## src/rtl/celery_pkg.sv

```systemverilog
// -----------------------------------------------------------------------------
// celery_pkg
// Shared types and helpers for the board reset/status sequencer.
//   seq_state_e : sequencer state; the encoding is exported on the
//                 clk_reset_seq seq_state port, so do not reorder it.
//   cnt_w()     : width of a counter that runs 0..limit-1 (never below 1 bit).
// -----------------------------------------------------------------------------
package celery_pkg;

   typedef enum logic [2:0] {
      SEQ_WAIT_LOCK = 3'd0,
      SEQ_RELEASE   = 3'd1,
      SEQ_RUN       = 3'd2,
      SEQ_RETRY     = 3'd3,
      SEQ_FAULT     = 3'd4
   } seq_state_e;

   function automatic int cnt_w(input int limit);
      return (limit > 1) ? $clog2(limit) : 1;
   endfunction

endpackage

```

## src/rtl/cdc_sync_bit.sv

```systemverilog
// -----------------------------------------------------------------------------
// cdc_sync_bit
// Two-flop synchroniser for a single asynchronous level into the clk domain.
// Ports:
//   clk  in  destination clock
//   rst  in  asynchronous active-high reset; both flops clear to 0
//   i_d  in  asynchronous input level
//   o_q  out synchronised level, two clk edges after i_d
// -----------------------------------------------------------------------------
module cdc_sync_bit (
   input  logic clk,
   input  logic rst,
   input  logic i_d,
   output logic o_q
);

   logic r_meta;
   logic r_sync;

   always_ff @(posedge clk or posedge rst) begin
      if (rst) begin
         r_meta <= 1'b0;
         r_sync <= 1'b0;
      end else begin
         r_meta <= i_d;
         r_sync <= r_meta;
      end
   end

   assign o_q = r_sync;

endmodule

```

## src/rtl/clk_reset_seq.sv

```systemverilog
// -----------------------------------------------------------------------------
// clk_reset_seq
// Board reset/status sequencer. Debounces MMCM lock, releases NUM_STAGES
// active-low domain resets in order (stage 0 first), supervises peripheral
// init with a timeout and bounded retry, and drives a heartbeat LED.
// Ports:
//   clk           in   system clock
//   rst           in   asynchronous active-high reset
//   locked        in   MMCM lock (asynchronous, synchronised here)
//   sw_reset_req  in   single-cycle request for a full resequence
//   init_done     in   peripheral init complete (level)
//   init_error    in   peripheral init failed (level)
//   stage_rst_n   out  per-domain active-low resets, registered
//   seq_state     out  current seq_state_e encoding
//   retry_cnt     out  retries since last rst / sw_reset_req
//   fault         out  sticky fault flag
//   heartbeat     out  status LED
// -----------------------------------------------------------------------------
module clk_reset_seq
   import celery_pkg::*;
#(
   parameter int NUM_STAGES   = 3,
   parameter int LOCK_FILTER  = 256,
   parameter int STAGE_DELAY  = 256,
   parameter int INIT_TIMEOUT = 50_000_000,
   parameter int MAX_RETRIES  = 3,
   parameter int HB_DIV_LOG2  = 25
) (
   input  logic                             clk,
   input  logic                             rst,
   input  logic                             locked,
   input  logic                             sw_reset_req,
   input  logic                             init_done,
   input  logic                             init_error,
   output logic [NUM_STAGES-1:0]            stage_rst_n,
   output logic [2:0]                       seq_state,
   output logic [$clog2(MAX_RETRIES+1)-1:0] retry_cnt,
   output logic                             fault,
   output logic                             heartbeat
);

   localparam int FILT_W = cnt_w(LOCK_FILTER);
   localparam int DLY_W  = cnt_w(STAGE_DELAY);
   localparam int TO_W   = cnt_w(INIT_TIMEOUT);
   localparam int STG_W  = cnt_w(NUM_STAGES);
   localparam int RC_W   = $clog2(MAX_RETRIES + 1);
   localparam int HB_MSB = HB_DIV_LOG2 - 1;

   // Registered state
   seq_state_e              r_state;
   logic [FILT_W-1:0]       r_filt;
   logic [DLY_W-1:0]        r_dly;
   logic [STG_W-1:0]        r_stg;
   logic [TO_W-1:0]         r_to;
   logic [RC_W-1:0]         r_retry;
   logic                    r_fault;
   logic [NUM_STAGES-1:0]   r_rst_n;
   logic [HB_DIV_LOG2-1:0]  r_hb_cnt;
   logic                    r_heartbeat;

   // Next-state values
   seq_state_e              w_state_nxt;
   logic [FILT_W-1:0]       w_filt_nxt;
   logic [DLY_W-1:0]        w_dly_nxt;
   logic [STG_W-1:0]        w_stg_nxt;
   logic [TO_W-1:0]         w_to_nxt;
   logic [RC_W-1:0]         w_retry_nxt;
   logic                    w_fault_nxt;
   logic [NUM_STAGES-1:0]   w_rst_n_nxt;
   logic                    w_hb_nxt;

   logic                    w_locked_s;
   logic                    w_lock_lost;
   logic                    w_timeout;
   logic [RC_W-1:0]         w_retry_inc;

   cdc_sync_bit u_lock_sync (
      .clk (clk),
      .rst (rst),
      .i_d (locked),
      .o_q (w_locked_s)
   );

   // Lock loss only matters once the filter has passed; FAULT ignores it.
   assign w_lock_lost = !w_locked_s &&
                        ((r_state == SEQ_RELEASE) || (r_state == SEQ_RUN) ||
                         (r_state == SEQ_RETRY));
   assign w_timeout   = !init_done && (r_to == TO_W'(INIT_TIMEOUT - 1));
   assign w_retry_inc = r_retry + RC_W'(1);

   always_comb begin
      w_state_nxt = r_state;
      w_filt_nxt  = r_filt;
      w_dly_nxt   = r_dly;
      w_stg_nxt   = r_stg;
      w_to_nxt    = r_to;
      w_retry_nxt = r_retry;
      w_fault_nxt = r_fault;
      w_rst_n_nxt = r_rst_n;

      if (sw_reset_req) begin
         w_state_nxt = SEQ_WAIT_LOCK;
         w_filt_nxt  = '0;
         w_dly_nxt   = '0;
         w_stg_nxt   = '0;
         w_to_nxt    = '0;
         w_retry_nxt = '0;
         w_fault_nxt = 1'b0;
         w_rst_n_nxt = '0;
      end else if (w_lock_lost) begin
         // Retry count survives a lock loss; it is not a retry itself.
         w_state_nxt = SEQ_WAIT_LOCK;
         w_filt_nxt  = '0;
         w_dly_nxt   = '0;
         w_stg_nxt   = '0;
         w_to_nxt    = '0;
         w_rst_n_nxt = '0;
      end else begin
         case (r_state)
            SEQ_WAIT_LOCK: begin
               w_rst_n_nxt = '0;
               if (!w_locked_s) begin
                  w_filt_nxt = '0;
               end else if (r_filt == FILT_W'(LOCK_FILTER - 1)) begin
                  w_state_nxt = SEQ_RELEASE;
                  w_filt_nxt  = '0;
                  w_dly_nxt   = '0;
                  w_stg_nxt   = '0;
               end else begin
                  w_filt_nxt = r_filt + FILT_W'(1);
               end
            end

            SEQ_RELEASE: begin
               if (r_dly == DLY_W'(STAGE_DELAY - 1)) begin
                  // Stages are only ever set in index order, so release is monotone.
                  w_rst_n_nxt[r_stg] = 1'b1;
                  w_dly_nxt          = '0;
                  if (r_stg == STG_W'(NUM_STAGES - 1)) begin
                     w_state_nxt = SEQ_RUN;
                     w_stg_nxt   = '0;
                     w_to_nxt    = '0;
                  end else begin
                     w_stg_nxt = r_stg + STG_W'(1);
                  end
               end else begin
                  w_dly_nxt = r_dly + DLY_W'(1);
               end
            end

            SEQ_RUN: begin
               // init_error is checked first so it wins over init_done.
               if (init_error || w_timeout) begin
                  w_retry_nxt = w_retry_inc;
                  w_rst_n_nxt = '0;
                  w_dly_nxt   = '0;
                  w_to_nxt    = '0;
                  if (w_retry_inc == RC_W'(MAX_RETRIES)) begin
                     w_state_nxt = SEQ_FAULT;
                     w_fault_nxt = 1'b1;
                  end else begin
                     w_state_nxt = SEQ_RETRY;
                  end
               end else if (!init_done) begin
                  w_to_nxt = r_to + TO_W'(1);
               end
            end

            SEQ_RETRY: begin
               w_rst_n_nxt = '0;
               if (r_dly == DLY_W'(STAGE_DELAY - 1)) begin
                  w_state_nxt = SEQ_RELEASE;
                  w_dly_nxt   = '0;
                  w_stg_nxt   = '0;
               end else begin
                  w_dly_nxt = r_dly + DLY_W'(1);
               end
            end

            SEQ_FAULT: begin
               w_rst_n_nxt = '0;
               w_fault_nxt = 1'b1;
            end

            default: begin
               w_state_nxt = SEQ_WAIT_LOCK;
               w_rst_n_nxt = '0;
            end
         endcase
      end
   end

   // Heartbeat rate follows the current state: slow in RUN, 4x faster while
   // sequencing, solid on in FAULT.
   always_comb begin
      case (r_state)
         SEQ_RUN:   w_hb_nxt = r_hb_cnt[HB_MSB];
         SEQ_FAULT: w_hb_nxt = 1'b1;
         default:   w_hb_nxt = r_hb_cnt[HB_MSB-2];
      endcase
   end

   always_ff @(posedge clk or posedge rst) begin
      if (rst) begin
         r_state     <= SEQ_WAIT_LOCK;
         r_filt      <= '0;
         r_dly       <= '0;
         r_stg       <= '0;
         r_to        <= '0;
         r_retry     <= '0;
         r_fault     <= 1'b0;
         r_rst_n     <= '0;
         r_hb_cnt    <= '0;
         r_heartbeat <= 1'b0;
      end else begin
         r_state     <= w_state_nxt;
         r_filt      <= w_filt_nxt;
         r_dly       <= w_dly_nxt;
         r_stg       <= w_stg_nxt;
         r_to        <= w_to_nxt;
         r_retry     <= w_retry_nxt;
         r_fault     <= w_fault_nxt;
         r_rst_n     <= w_rst_n_nxt;
         r_hb_cnt    <= r_hb_cnt + HB_DIV_LOG2'(1);
         r_heartbeat <= w_hb_nxt;
      end
   end

   assign stage_rst_n = r_rst_n;
   assign seq_state   = r_state;
   assign retry_cnt   = r_retry;
   assign fault       = r_fault;
   assign heartbeat   = r_heartbeat;

endmodule
```

## config.mk

```make
export PLATFORM = sky130hd
export DESIGN_NAME = clk_reset_seq
export DESIGN_NICKNAME = d
export VERILOG_FILES = /design/src/rtl/celery_pkg.sv /design/src/rtl/cdc_sync_bit.sv /design/src/rtl/clk_reset_seq.sv
export SDC_FILE = /design/constraint.sdc
export NUM_CORES = 1
export LEC_CHECK = 0
export ABC_AREA = 0
export BUFFER_PORTS_ARGS = -buffer_cell sky130_fd_sc_hd__buf_2
export CAP_MARGIN = 10
export CORE_MARGIN = 1.5
export CORE_UTILIZATION = 25
export CTS_BUF_LIST = sky130_fd_sc_hd__clkbuf_4 sky130_fd_sc_hd__clkbuf_8
export CTS_CLUSTER_SIZE = 30
export DETAILED_ROUTE_END_ITERATION = 7
export PLACE_DENSITY = 0.41
export RECOVER_POWER = 50
export SLEW_MARGIN = 15
export SYNTH_ARGS = -nofsm -noshare
export SYNTH_HDL_FRONTEND = slang
export SYNTH_SLANG_ARGS = --single-unit
```

## constraint.sdc

```tcl
create_clock -name clk -period 2.2 [get_ports clk]
set_clock_uncertainty 0.05 [all_clocks]
set_input_delay 0 -clock clk [delete_from_list [all_inputs] [get_ports clk]]
set_output_delay 0 -clock clk [all_outputs]
set_load 0.005 [all_outputs]
```

# Word level (Yosys, flattened, before mapping)
# Index checks and enable logic that the tools add are counted.
# Widths: inputs -> output; s select.
[totals]
ff_bits = 81
out_inout_bits = 10
elab_cells = 119
[classes]
n_addsub = 6
n_lt_le_gt_ge = 2
n_eq_ne = 20
n_mux = 54
bitwise = 1
reduce_logical = 24
[ops]
columns = ["op", "n"]
rows = [
  ["$mux 26", 6],
  ["$mux 8", 11],
  ["$pmux 26 s2", 1],
  ["$mux 3", 13],
  ["$add 26x1->26 const B", 1],
  ["$eq 26x26->1 const B", 1],
  ["$add 25x1->25 const B", 1],
  ["$pmux 8 s3", 1],
  ["$mux 2", 11],
  ["$ne 4x3->1 const B", 5],
  ["$add 8x1->8 const B", 2],
  ["$eq 8x8->1 const B", 2],
  ["$pmux 3 s5", 1],
  ["$reduce_and 4->1", 3],
  ["$reduce_bool 5->1", 2],
  ["$reduce_and 7->1", 1],
  ["$eq 3x2->1 const B", 2],
  ["$ne 3x2->1 const B", 2],
  ["$pmux 2 s3", 1],
  ["$pmux 3 s2", 1],
  ["$reduce_bool 3->1", 2],
  ["$mux 1", 5],
  ["$ne 5x4->1 const B", 1],
  ["$reduce_and 5->1", 1],
  ["21 further kinds", 30],
]

# Logic depth before layout (Yosys ltp)
[depth]
ltp_word = 9
ltp_mapped = 9
depth_no_buf = 7

# Modules after synthesis
# A second synthesis with hierarchy kept.
[hier_totals]
hier_cells = 463
hier_area_um2 = 4356.7
[by_module_without_submodules]
columns = ["module", "n_inst", "cells_each", "area_each_um2", "seq_area_each_um2"]
rows = [
  ["clk_reset_seq", 1, 460, 4302.9, 1976.9],
  ["cdc_sync_bit", 1, 3, 53.8, 50.0],
]

# Least setup slack after synthesis
# Ideal clock, no wire load.
[synth_path]
path_kind = "register to register"
from = "register r_to[0]"
to = "register r_retry[0] (netlist: retry_cnt[0])"
setup_ns = 0.125
arrival_time_ns = 1.938
required_ns = 2.025
slack_ns = 0.088
stages_incl_launch_ff = 8
n_path_buf = 1
period_less_slack_ns = 2.112
path_cell_list = "dfrtp_1 > ha_1 > and3_1 > nand4_1 > or2_2 > buf_2 > a211oi_2 > mux2_2"
[synth_via]
elab_chain_len = 5
[synth_lines]
columns = ["item", "line_no", "text"]
rows = [
  ["from (decl)", "clk_reset_seq.sv:54", "logic [TO_W-1:0] r_to;"],
  ["from (signal assigned)", "clk_reset_seq.sv:220", "r_to <= w_to_nxt;"],
  ["$eq 26x26->1", "clk_reset_seq.sv:88", "assign w_timeout = !init_done && (r_to == TO_W'(INIT_TIMEOUT - 1));"],
  ["$logic_and 1x1->1", "clk_reset_seq.sv:88", ""],
  ["$logic_or 1x1->1", "clk_reset_seq.sv:153", "if (init_error || w_timeout) begin"],
  ["$reduce_bool 2->1 (no line)", "--", ""],
  ["$reduce_and 3->1 (no line)", "--", ""],
  ["to (signal assigned)", "clk_reset_seq.sv:221", "r_retry <= w_retry_nxt;"],
  ["to (decl)", "clk_reset_seq.sv:55", "logic [RC_W-1:0] r_retry;"],
]
# No other way between the ends.
# A chain may end at the register's enable or synchronous reset.

# Worst setup path in the final report
[layout_path]
from = "register r_to[16]"
to = "register r_dly[1]"
[layout_via]
elab_chain_len = 5
[layout_lines]
columns = ["item", "line_no", "text"]
rows = [
  ["$eq 26x26->1", "clk_reset_seq.sv:88", ""],
  ["$logic_and 1x1->1", "clk_reset_seq.sv:88", ""],
  ["$logic_or 1x1->1", "clk_reset_seq.sv:153", ""],
  ["$ne 4x3->1 (no line)", "--", ""],
  ["$reduce_and 4->1 (no line)", "--", ""],
  ["to (signal assigned)", "clk_reset_seq.sv:218", "r_dly <= w_dly_nxt;"],
  ["to (decl)", "clk_reset_seq.sv:52", "logic [DLY_W-1:0] r_dly;"],
]
# No other way between the ends.

==> flow_summary_export.csv <==
group,metric,value,unit
placed_design,gp_congestion,0.830,
power_and_ir_drop,worst_ir_drop_vdd,0.380,mV
sta,tightest_slew,1.38,ns
sta,drv_slew,0,
sta,hold_violations,0,
sta,finalSetupViolCount,0,
layout,area_growth,24.8,%
synthesis,synth.distinct_cells,63,
global_routing,antenna_found_initial,0,
sta,rsz0062_at_grt,"true",
synthesis,netlist_instances,457,
drt,antenna_left,0,
synthesis,synth_edf_count,0,
power_and_ir_drop,p_int,2.00,mW
placed_design,port_buffers,15,
die,dieWidth,135,um
layout,stdcell_count,761,
synthesis,synth_compound_area_share,16.7,%
die,pin_count,16,
sta,worst_hold_slack,0.0517,ns
sta,final.setup.tns,0,ns
layout,layout_commonest_cell,"dfrtp_1",
die,initial_core_util,25.9,%
power_and_ir_drop,p_clk_share,40.3,%
sta,fmax,0.474,GHz
worst_setup_path,crit_type,"reg -> reg",
flow_run,cap_violations,0,
synthesis,syn_area,4340,um^2
power_and_ir_drop,pwr_density_cell,497,nW/um^2
drt,via_per_inst,5.03,
synthesis,synth-seq-cells,81,
clock_tree,cts_tree,"built",
die,die_h,135,um
clock_tree,cts_buffer_depth,2,
layout,n_antenna_cell,0,
synthesis,async_flop_share,100,%
layout,drive_above_1_share,24.2,%
layout,fillerInstances,1724,
worst_setup_path,required,2.43,ns
clock_tree,cts_sinks,81,
clock_tree,cts_made_buffers,9,
power_and_ir_drop,pwr-share-seq,55.5,%
synthesis,ys.flop_type,"dfrtp_1",
drt,dr.first_iter.drc_count,244,
global_routing,grt_overflow,0,
placed_design,dp.cells,737,
die,rows,47,
global_routing,grt_max_degree,38,
clock_tree,clkSlewWorstSetupHoldPaths,0.10,ns
synthesis,synth_top_family_by_area,"simple AND/OR/NAND/NOR gates",
power_and_ir_drop,p_comb_share,4.2,%
synthesis,seq_area_frac_synth,46.8,%
drt,drtPass1Iterations,4,
synthesis,synth_nets,468,
synthesis,syn_area_per_cell,9.49,um^2
drt,vias,3826,
sta,period_needed,2.11,ns
synthesis,yosysWarningCount,0,
layout,final_cell_mix,"dfrtp_1 (77), buf_4 (62), nand2_1 (41)",
placed_design,post-place-ws,-0.0283,ns
synthesis,yosys.area_share.simple,25.8,%
die,dieArea,18100,um^2
status,status,"complete, no violations",
sta,timing.final.ws_setup,0.0915,ns
sta,relSlewSlack,7.74,%
clock_tree,h-tree-depth,3,
worst_setup_path,critical_path_arrival,2.34,ns
clock_tree,insertion_delay,0.38,ns
placed_design,dpl.hpwl,8.44,mm
worst_setup_path,end_kind,"flop",
global_routing,grt_first_pass_wirelength,19.9,mm
layout,final_util,32.3,%
drt,wl_per_cell,15.6,um
synthesis,synthXorXnorAreaFrac,4.65,%
sta,period_share,95.8,%
clock_tree,clockRootBuffer,"clkbuf_8",
drt,drcViolationCount,0,
synthesis,yosys.area_share.adder,1.44,%
power_and_ir_drop,power.switching,0.688,mW
worst_setup_path,start_kind,"flop",
worst_hold_path,hp-class,"in -> reg",
drt,routed_wirelength,11.8,mm
synthesis,synthMuxAreaShare,1.53,%
worst_setup_path,crit_path_max_fanout,4,
layout,layout.nets,547,
die,coreArea,16800,um^2
global_routing,grtUsageTotal,14.0,%
power_and_ir_drop,p_leak,2.28,nW
global_routing,grt_pass1_vias,3781,
power_and_ir_drop,swShare,25.6,%
## timing repair
action,4_1_cts,5_1_grt
pin swaps,4,9
cloned,0,0
setup buffers,2,3
hold buffers,3,0
hold endpoints to repair,29,0
gates resized for setup,2,20
setup endpoints to repair,2,30
## cells by family after synthesis
kind of cell             Yosys count
flip-flops                        81
adder cells (fa/ha/maj)            5
multiplexers                       6
AO/OA/AOI/OAI                    109
AND/OR/NAND/NOR                  200
XOR/XNOR                          23
buffers and inverters             33
## power by group through the flow
stage                     Combinational (mW)  Sequential, mW  Clock, mW
after global routing                   0.127            1.50       1.20
after detailed placement               0.110            1.52          0
after CTS                              0.115            1.49       1.14
after global placement                 0.110            1.52          0
after floorplan                       0.0564            1.52          0
final                                  0.112            1.49       1.08
## cells in the mapped netlist, types with 3 or more instances
cell type | instances | area [um^2]
nor2_1 | 24 | 90.1
inv_1 | 18 | 67.6
or3_1 | 6 | 37.5
nand2_1 | 42 | 158
nor2b_1 | 6 | 37.5
a41oi_1 | 5 | 43.8
o31ai_1 | 6 | 45.0
a311oi_1 | 6 | 52.6
or2_2 | 6 | 37.5
nor3_1 | 11 | 55.1
o21ai_0 | 25 | 125
xor2_1 | 4 | 35.0
ha_1 | 5 | 62.6
a21oi_1 | 13 | 65.1
and4_1 | 4 | 35.0
nor4_1 | 9 | 56.3
dfrtp_1 | 81 | 2030
nor4bb_1 | 3 | 30.0
and2_1 | 8 | 50.1
nand3_1 | 26 | 130
nand2b_1 | 9 | 56.3
nand4_1 | 17 | 106
and3_1 | 12 | 75.1
a21o_1 | 4 | 30.0
clkbuf_1 | 8 | 30.0
buf_2 | 5 | 25.0
a31oi_1 | 30 | 188
mux2_2 | 5 | 56.3
xnor2_1 | 19 | 166
## flip-flops by register name, summed over array words and instances, names as in the netlist, 2 cells and up
name,flops
r_stg,2
r_dly,8
r_to,26
r_filt,8
stage_rst_n,3
seq_state,3
retry_cnt,2
r_hb_cnt,25
## critical path: stages, from the launching register on
cell and delay [ns]:
dfrtp_1 0.40, nor4bb_2 0.30, buf_4 0.16, nand4_1 0.14, buf_4 0.18, o211ai_1 0.23
buf_4 0.20, buf_6 0.10, nand2_2 0.04, a32o_1 0.21
## metal layers
layer  track usage, %  share of wire [%]  vias to the layer above
met5                0                  0                        -
met4             4.84                1.4                        0
met3             3.12                4.1                       17
met2             22.7                 47                       57
met1             18.5                 47                     1883
li1                 -                  -                     1869
## layout make-up
class | instances | area (um^2) | area share (%)
multi-input cells | 343 | 2250 | 41.7
clock buffers | 11 | 151 | 2.80
flip-flops and latches | 81 | 2030 | 37.6
repair buffers | 83 | 589 | 10.9
inverters | 18 | 68.8 | 1.27
well taps | 220 | 275 | 5.09
clock inverters | 5 | 37.5 | 0.694
## final timing paths
| check | start | end | slack, ns | cells after the start |
|---|---|---|---|---|
| worst max-delay path | r_to[16] | r_dly[1] | 0.09 | 9 |
| worst min-delay path | init_done | r_to[11] | 0.05 | 4 |
| worst max register to register | r_to[16] | r_dly[1] | 0.09 | 9 |
| worst min register to register | u_lock_sync.r_meta | u_lock_sync.o_q | 0.33 | 0 |
| max in group asynchronous | rst | seq_state[2] | 0.44 | 4 |
| min in group asynchronous | rst | r_to[2] | 0.41 | 3 |
## through the flow
stage / power [mW] / cell area, um^2
6_report: 2.69 / 5410
5_1_grt: 2.82 / 5410
4_1_cts: 2.75 / 5330
3_5_place_dp: 1.63 / 5080
3_3_place_gp: 1.63 / 5080
2_1_floorplan: 1.58 / 4340
No activity file was read; power rests on OpenSTA's default activity.
